--- src/rtl/riscv_alu_pkg.sv ---
// Shared encodings for the EX-stage ALU/MDU controller.
// Covers ALU operation codes, RV32M ops, ALUOp classes and Funct7 patterns.
package riscv_alu_pkg;

    typedef enum logic [3:0] {
        OP_AND  = 4'b0000,
        OP_OR   = 4'b0001,
        OP_ADD  = 4'b0010,
        OP_XOR  = 4'b0011,
        OP_SLL  = 4'b0100,
        OP_SRL  = 4'b0101,
        OP_SUB  = 4'b0110,
        OP_SRA  = 4'b0111,
        OP_BEQ  = 4'b1000,
        OP_BNE  = 4'b1001,
        OP_BLT  = 4'b1010,
        OP_BGE  = 4'b1011,
        OP_SLT  = 4'b1100,
        OP_SLTU = 4'b1101,
        OP_BLTU = 4'b1110,
        OP_BGEU = 4'b1111
    } alu_op_e;

    typedef enum logic [2:0] {
        MDU_MUL    = 3'b000,
        MDU_MULH   = 3'b001,
        MDU_MULHSU = 3'b010,
        MDU_MULHU  = 3'b011,
        MDU_DIV    = 3'b100,
        MDU_DIVU   = 3'b101,
        MDU_REM    = 3'b110,
        MDU_REMU   = 3'b111
    } mdu_op_e;

    localparam logic [1:0] ALUOP_MEM = 2'b00;
    localparam logic [1:0] ALUOP_BR  = 2'b01;
    localparam logic [1:0] ALUOP_RI  = 2'b10;
    localparam logic [1:0] ALUOP_JL  = 2'b11;

    localparam logic [6:0] F7_BASE   = 7'b0000000;
    localparam logic [6:0] F7_ALT    = 7'b0100000;
    localparam logic [6:0] F7_MULDIV = 7'b0000001;

    function automatic int unsigned max_u(input int unsigned a, input int unsigned b);
        return (a > b) ? a : b;
    endfunction

endpackage

--- src/rtl/alu_op_decode.sv ---
// Combinational ALUOp/Funct3/Funct7 decoder producing the ALU operation code.
// Also classifies RV32M instructions and flags unrecognised encodings.
module alu_op_decode
    import riscv_alu_pkg::*;
#(
    parameter int unsigned MDU_EN = 1
) (
    input  logic [1:0] alu_op,
    input  logic       is_imm,
    input  logic [6:0] funct7,
    input  logic [2:0] funct3,
    output logic [3:0] operation,
    output logic       illegal,
    output logic       is_mdu,
    output logic       is_div
);

    alu_op_e op;
    logic    bad;
    logic    f7_base;
    logic    f7_alt;

    assign f7_base = (funct7 == F7_BASE);
    assign f7_alt  = (funct7 == F7_ALT);

    always_comb begin
        op     = OP_ADD;
        bad    = 1'b0;
        is_mdu = 1'b0;
        is_div = 1'b0;
        case (alu_op)
            ALUOP_BR: begin
                case (funct3)
                    3'b000:  op = OP_BEQ;
                    3'b001:  op = OP_BNE;
                    3'b100:  op = OP_BLT;
                    3'b101:  op = OP_BGE;
                    3'b110:  op = OP_BLTU;
                    3'b111:  op = OP_BGEU;
                    default: bad = 1'b1;
                endcase
            end
            ALUOP_RI: begin
                if (!is_imm && funct7 == F7_MULDIV) begin
                    if (MDU_EN != 0) begin
                        is_mdu = 1'b1;
                        is_div = funct3[2];
                    end else begin
                        bad = 1'b1;
                    end
                end else begin
                    // Shifts check Funct7 even for I-type; other I-type ops carry immediate bits there.
                    case (funct3)
                        3'b000: begin
                            if (is_imm || f7_base) op = OP_ADD;
                            else if (f7_alt)       op = OP_SUB;
                            else                   bad = 1'b1;
                        end
                        3'b001: begin
                            if (f7_base) op = OP_SLL;
                            else         bad = 1'b1;
                        end
                        3'b101: begin
                            if (f7_base)     op = OP_SRL;
                            else if (f7_alt) op = OP_SRA;
                            else             bad = 1'b1;
                        end
                        default: begin
                            case (funct3)
                                3'b010:  op = OP_SLT;
                                3'b011:  op = OP_SLTU;
                                3'b100:  op = OP_XOR;
                                3'b110:  op = OP_OR;
                                default: op = OP_AND;
                            endcase
                            bad = !is_imm && !f7_base;
                        end
                    endcase
                end
            end
            default: op = OP_ADD;
        endcase
        if (bad) begin
            op     = OP_AND;
            is_mdu = 1'b0;
            is_div = 1'b0;
        end
    end

    assign operation = op;
    assign illegal   = bad;

endmodule

--- src/rtl/alu_mdu_controller.sv ---
// EX-stage ALU/MDU controller: ALU op decode plus issue/busy/done sequencing
// of a multi-cycle multiply/divide unit with pipeline stall generation.
module alu_mdu_controller
    import riscv_alu_pkg::*;
#(
    parameter int unsigned MDU_EN  = 1,
    parameter int unsigned MUL_LAT = 4,
    parameter int unsigned DIV_LAT = 33
) (
    input  logic       clk,
    input  logic       reset,
    input  logic       valid_in,
    input  logic       flush,
    input  logic [1:0] ALUOp,
    input  logic       IsImm,
    input  logic [6:0] Funct7,
    input  logic [2:0] Funct3,
    output logic [3:0] Operation,
    output logic       illegal,
    output logic       mdu_start,
    output logic [2:0] mdu_op,
    output logic       mdu_kill,
    output logic       mdu_done,
    output logic       result_sel,
    output logic       stall
);

    localparam int unsigned MAX_LAT = max_u(MUL_LAT, DIV_LAT);
    localparam int unsigned CW      = $clog2(MAX_LAT + 1);
    localparam logic [CW-1:0] MUL_L = CW'(MUL_LAT);
    localparam logic [CW-1:0] DIV_L = CW'(DIV_LAT);

    typedef enum logic [1:0] {
        S_IDLE = 2'b00,
        S_BUSY = 2'b01,
        S_DONE = 2'b10
    } state_e;

    state_e        state;
    logic [CW-1:0] cnt;
    mdu_op_e       op_q;

    logic enc_illegal;
    logic is_mdu;
    logic is_div;
    logic issue;
    logic busy;

    alu_op_decode #(
        .MDU_EN (MDU_EN)
    ) u_decode (
        .alu_op    (ALUOp),
        .is_imm    (IsImm),
        .funct7    (Funct7),
        .funct3    (Funct3),
        .operation (Operation),
        .illegal   (enc_illegal),
        .is_mdu    (is_mdu),
        .is_div    (is_div)
    );

    assign illegal = valid_in && enc_illegal;

    // Launch and stall are combinational so the issuing instruction is held in EX immediately.
    assign issue = !reset && (state == S_IDLE) && valid_in && is_mdu && !flush;
    assign busy  = !reset && (state == S_BUSY);

    assign mdu_start  = issue;
    assign mdu_kill   = busy && flush;
    assign stall      = issue || (busy && !flush);
    assign mdu_done   = !reset && (state == S_DONE);
    assign result_sel = mdu_done;
    assign mdu_op     = op_q;

    always_ff @(posedge clk or posedge reset) begin
        if (reset) begin
            state <= S_IDLE;
            cnt   <= '0;
            op_q  <= MDU_MUL;
        end else begin
            case (state)
                S_IDLE: begin
                    if (issue) begin
                        op_q  <= mdu_op_e'(Funct3);
                        cnt   <= is_div ? DIV_L : MUL_L;
                        state <= S_BUSY;
                    end
                end
                S_BUSY: begin
                    if (flush) begin
                        cnt   <= '0;
                        state <= S_IDLE;
                    end else begin
                        cnt <= cnt - CW'(1);
                        if (cnt == CW'(1)) state <= S_DONE;
                    end
                end
                S_DONE: state <= S_IDLE;
                default: begin
                    cnt   <= '0;
                    state <= S_IDLE;
                end
            endcase
        end
    end

endmodule

--- config.mk ---
export PLATFORM = sky130hd
export DESIGN_NAME = alu_mdu_controller
export DESIGN_NICKNAME = d
export VERILOG_FILES = /design/src/rtl/riscv_alu_pkg.sv /design/src/rtl/alu_op_decode.sv /design/src/rtl/alu_mdu_controller.sv
export SDC_FILE = /design/constraint.sdc
export NUM_CORES = 1
export LEC_CHECK = 0
export ABC_AREA = 1
export CAP_MARGIN = 20
export CORE_MARGIN = 2
export CORE_UTILIZATION = 50
export CTS_BUF_LIST = sky130_fd_sc_hd__clkbuf_8
export CTS_CLUSTER_SIZE = 14
export DETAILED_ROUTE_END_ITERATION = 10
export PLACE_DENSITY = 0.86
export SLEW_MARGIN = 20
export SYNTH_ARGS = -nofsm -noshare
export SYNTH_HDL_FRONTEND = slang
export SYNTH_SLANG_ARGS = --single-unit
--- constraint.sdc ---
create_clock -name clk -period 5.3 [get_ports clk]
set_input_delay 1.325 -clock clk [delete_from_list [all_inputs] [get_ports clk]]
set_output_delay 1.325 -clock clk [all_outputs]
set_load 0.05 [all_outputs]
==> impl_metrics.ini <==
[sta]
slew_viol_final = 0
setup_ws_ns = 0.282
slew-limit-headroom_pct = 65.1
period_share_pct = 94.7
finalClockSkew_ns = 0.00320
finalHoldViolCount = 0
timing.fmax_ghz = 0.199
tns_ns = 0
setup_violations = 0
rsz0062_at_grt = no
timing_worst_slew_pin_value_ns = 0.522
period_minus_slack_ns = 5.02

[grt]
antenna_found_initial = 0
grt_start_max_net_pins = 13
track_usage_pct = 25.1
grt_pass1_vias = 993
grt_first_pass_wirelength_um = 4000
grt-ovfl-total = 0

[critical_path]
critPathSlowestCell = clkdlybuf4s50_1
crit_chain = clkdlybuf4s50_1, inv_1, a21oi_1, nand2_1, nand2_1, nand2_1, nand2_2, nand2_4, a211oi_1, nand2_1, nand2_1, clkdlybuf4s50_1
required_ns = 3.97
critPathArrivalTime_ns = 3.69
rr_startpoint = state[1]
path_delay_family = buffers and inverters
cpPeakStageDelay_ns = 0.80
critPathBufInv = 3
start_kind = primary input
crit_top_cell = nand2_1
crit_type = in -> out
rr_worst_depth = 8
reg2reg_slack_ns = 3.58
crit_path_max_fanout = 6
rr_endpoint = cnt[2]
end_kind = primary output

[floorplan]
die_area_mm2 = 0.00231
core_mm2 = 0.00178
die-width_um = 48.0
num_rows = 15
num_io_pins = 30
start_util_pct = 54.4
die_h_um = 48.0

[pwr]
p_leak_nw = 0.634
p_per_area_mw_per_mm2 = 168
ir_drop_uv = 188
finalPower_mw = 0.224

[placed_design]
port_buffers = 29
place_congestion = 0.874
place_ws_ns = 0.294
dp_hpwl_um = 1960

[route]
drc_errors = 0
vias = 1040
vias_per_cell = 5.12
dr_wl_met3_um = 161
finalWirelength_um = 2360
drtAntennaViolNets = 0
first_iter_violations = 33
routedWlPerCell_um = 11.6
wl_met1_um = 1050
wl_met2_um = 1090
drtPass1Iterations = 4
highest_layer = met4

[min_path]
whs_path_depth = 2
min-delay-start = cnt[4]
whs_endpoint = cnt[4]
min_path_type = reg -> reg

[clock_tree]
worst_skew_pair.late_latency_ns = 0.24
htreeDepth = 1
clk_pin_slew_worst_paths_ns = 0.05
cts_root_buf = clkbuf_8
postCtsSetupRepairBufs = 0
cts_buffer_depth = 2
clock_sinks = 11
ctsHoldBuffers = 0
ctsResizeCount = 0
numCtsBuffers = 3
cts_tree = built

[logic_synthesis]
syn_area_per_cell_um2 = 6.69
ys_seq_area_share_pct = 28.4
yosys.area.top_type_share_pct = 28.4
async_flop_share_pct = 100
synth_cell_types = 28
synth_edf_count = 0
synthTopCellsByArea = dfrtp_1, nand2_1, inv_1
synth_ff_type = dfrtp_1
yosys_warnings = 0
synth_cells = 145
yosys_register_bits = 11
synth_area_um2 = 970
syn-num-nets = 166
yosys.area.top_type = dfrtp_1

[finish]
n_fill_cell = 161
final_nets = 200
syn2layout_area_growth_pct = 37.8
drive_gt1_share_pct = 11.2
final_common_cell = nand2_1
most-common-layout-cells = nand2_1, clkdlybuf4s50_1, inv_1
antennaDiodeCount = 0

[outcome]
outcome = finished, final reports clean

[run]
drv_cap = 0
-- worst max path at each step --
stage                     startpoint            to  slack (ns)  cells past startpoint
after floorplan            Funct7[4]  Operation[0]        0.30                     10
final                      Funct3[0]  Operation[0]        0.28                     12
after global placement     Funct3[0]  Operation[0]        0.36                     12
after global routing       Funct7[2]  Operation[0]        0.12                     13
after detailed placement   Funct7[4]  Operation[0]        0.29                     13
after CTS                  Funct7[4]  Operation[0]        0.29                     13
-- metal layers --
layer,GRT usage [%],vias up
li1,-,531
met1,32.6,466
met2,38.9,35
met3,9.06,8
met4,8.11,0
met5,0,-
-- Yosys cell counts (2+ instances only) --
library cell and count:
nand3_1 5, nor2_2 3, nor3_1 4, ha_1 4, nand4_1 3, nand2_2 3
o21ai_0 11, nand2_4 4, nor2_4 2, nand2_1 35, a21oi_1 6, inv_1 24
nor2_1 16, dfrtp_1 11
-- logic make-up after synthesis --
kind of cell               share of synthesized area (%)
xor gates and xnor gates                           0.903
and+or+nand+nor                                     41.9
adders and majority gates                           5.16
AOI/OAI and AO/OA                                   13.2
DFF                                                 28.4
buffers and inverters                               10.5
-- power by group --
group / internal, mW / switching, mW / leakage [nW]
Combinational: 0.0237 / 0.0321 / 0.456
Sequential: 0.0851 / 0.000841 / 0.151
Clock: 0.0509 / 0.0317 / 0.0269
Total: 0.160 / 0.0647 / 0.634
-- through the flow --
step           hold slack [ns]  instances  utilization, %  cell area (µm²)
2_1_floorplan            0.442        145               -              970
3_3_place_gp             0.453        199            72.4             1290
3_5_place_dp             0.459        199            72.4             1290
4_1_cts                  0.471        203            74.9             1340
5_1_grt                  0.497        203            74.9             1340
6_report                 0.473        203            74.9             1340
-- sequential cells by signal, indices dropped and copies added, names as in the netlist --
| name | cells |
|---|---|
| cnt | 6 |
| mdu_op | 3 |
| state | 2 |
-- tightest hold or removal path: stages, from the launching register on --
cell     delay, ns
dfrtp_1       0.34
nand2_1       0.05
nand2_1       0.05
-- cell type report --
class | instances | area (µm²) | area share [%]
clock inverters | 1 | 3.75 | 0.281
clock buffers | 3 | 41.3 | 3.09
multi-input cells | 108 | 593 | 44.4
repair buffers | 30 | 298 | 22.3
flip-flops and latches | 11 | 275 | 20.6
well taps | 25 | 31.3 | 2.34
inverters | 25 | 93.8 | 7.02
Note: power is estimated with default switching activity, not from simulation.
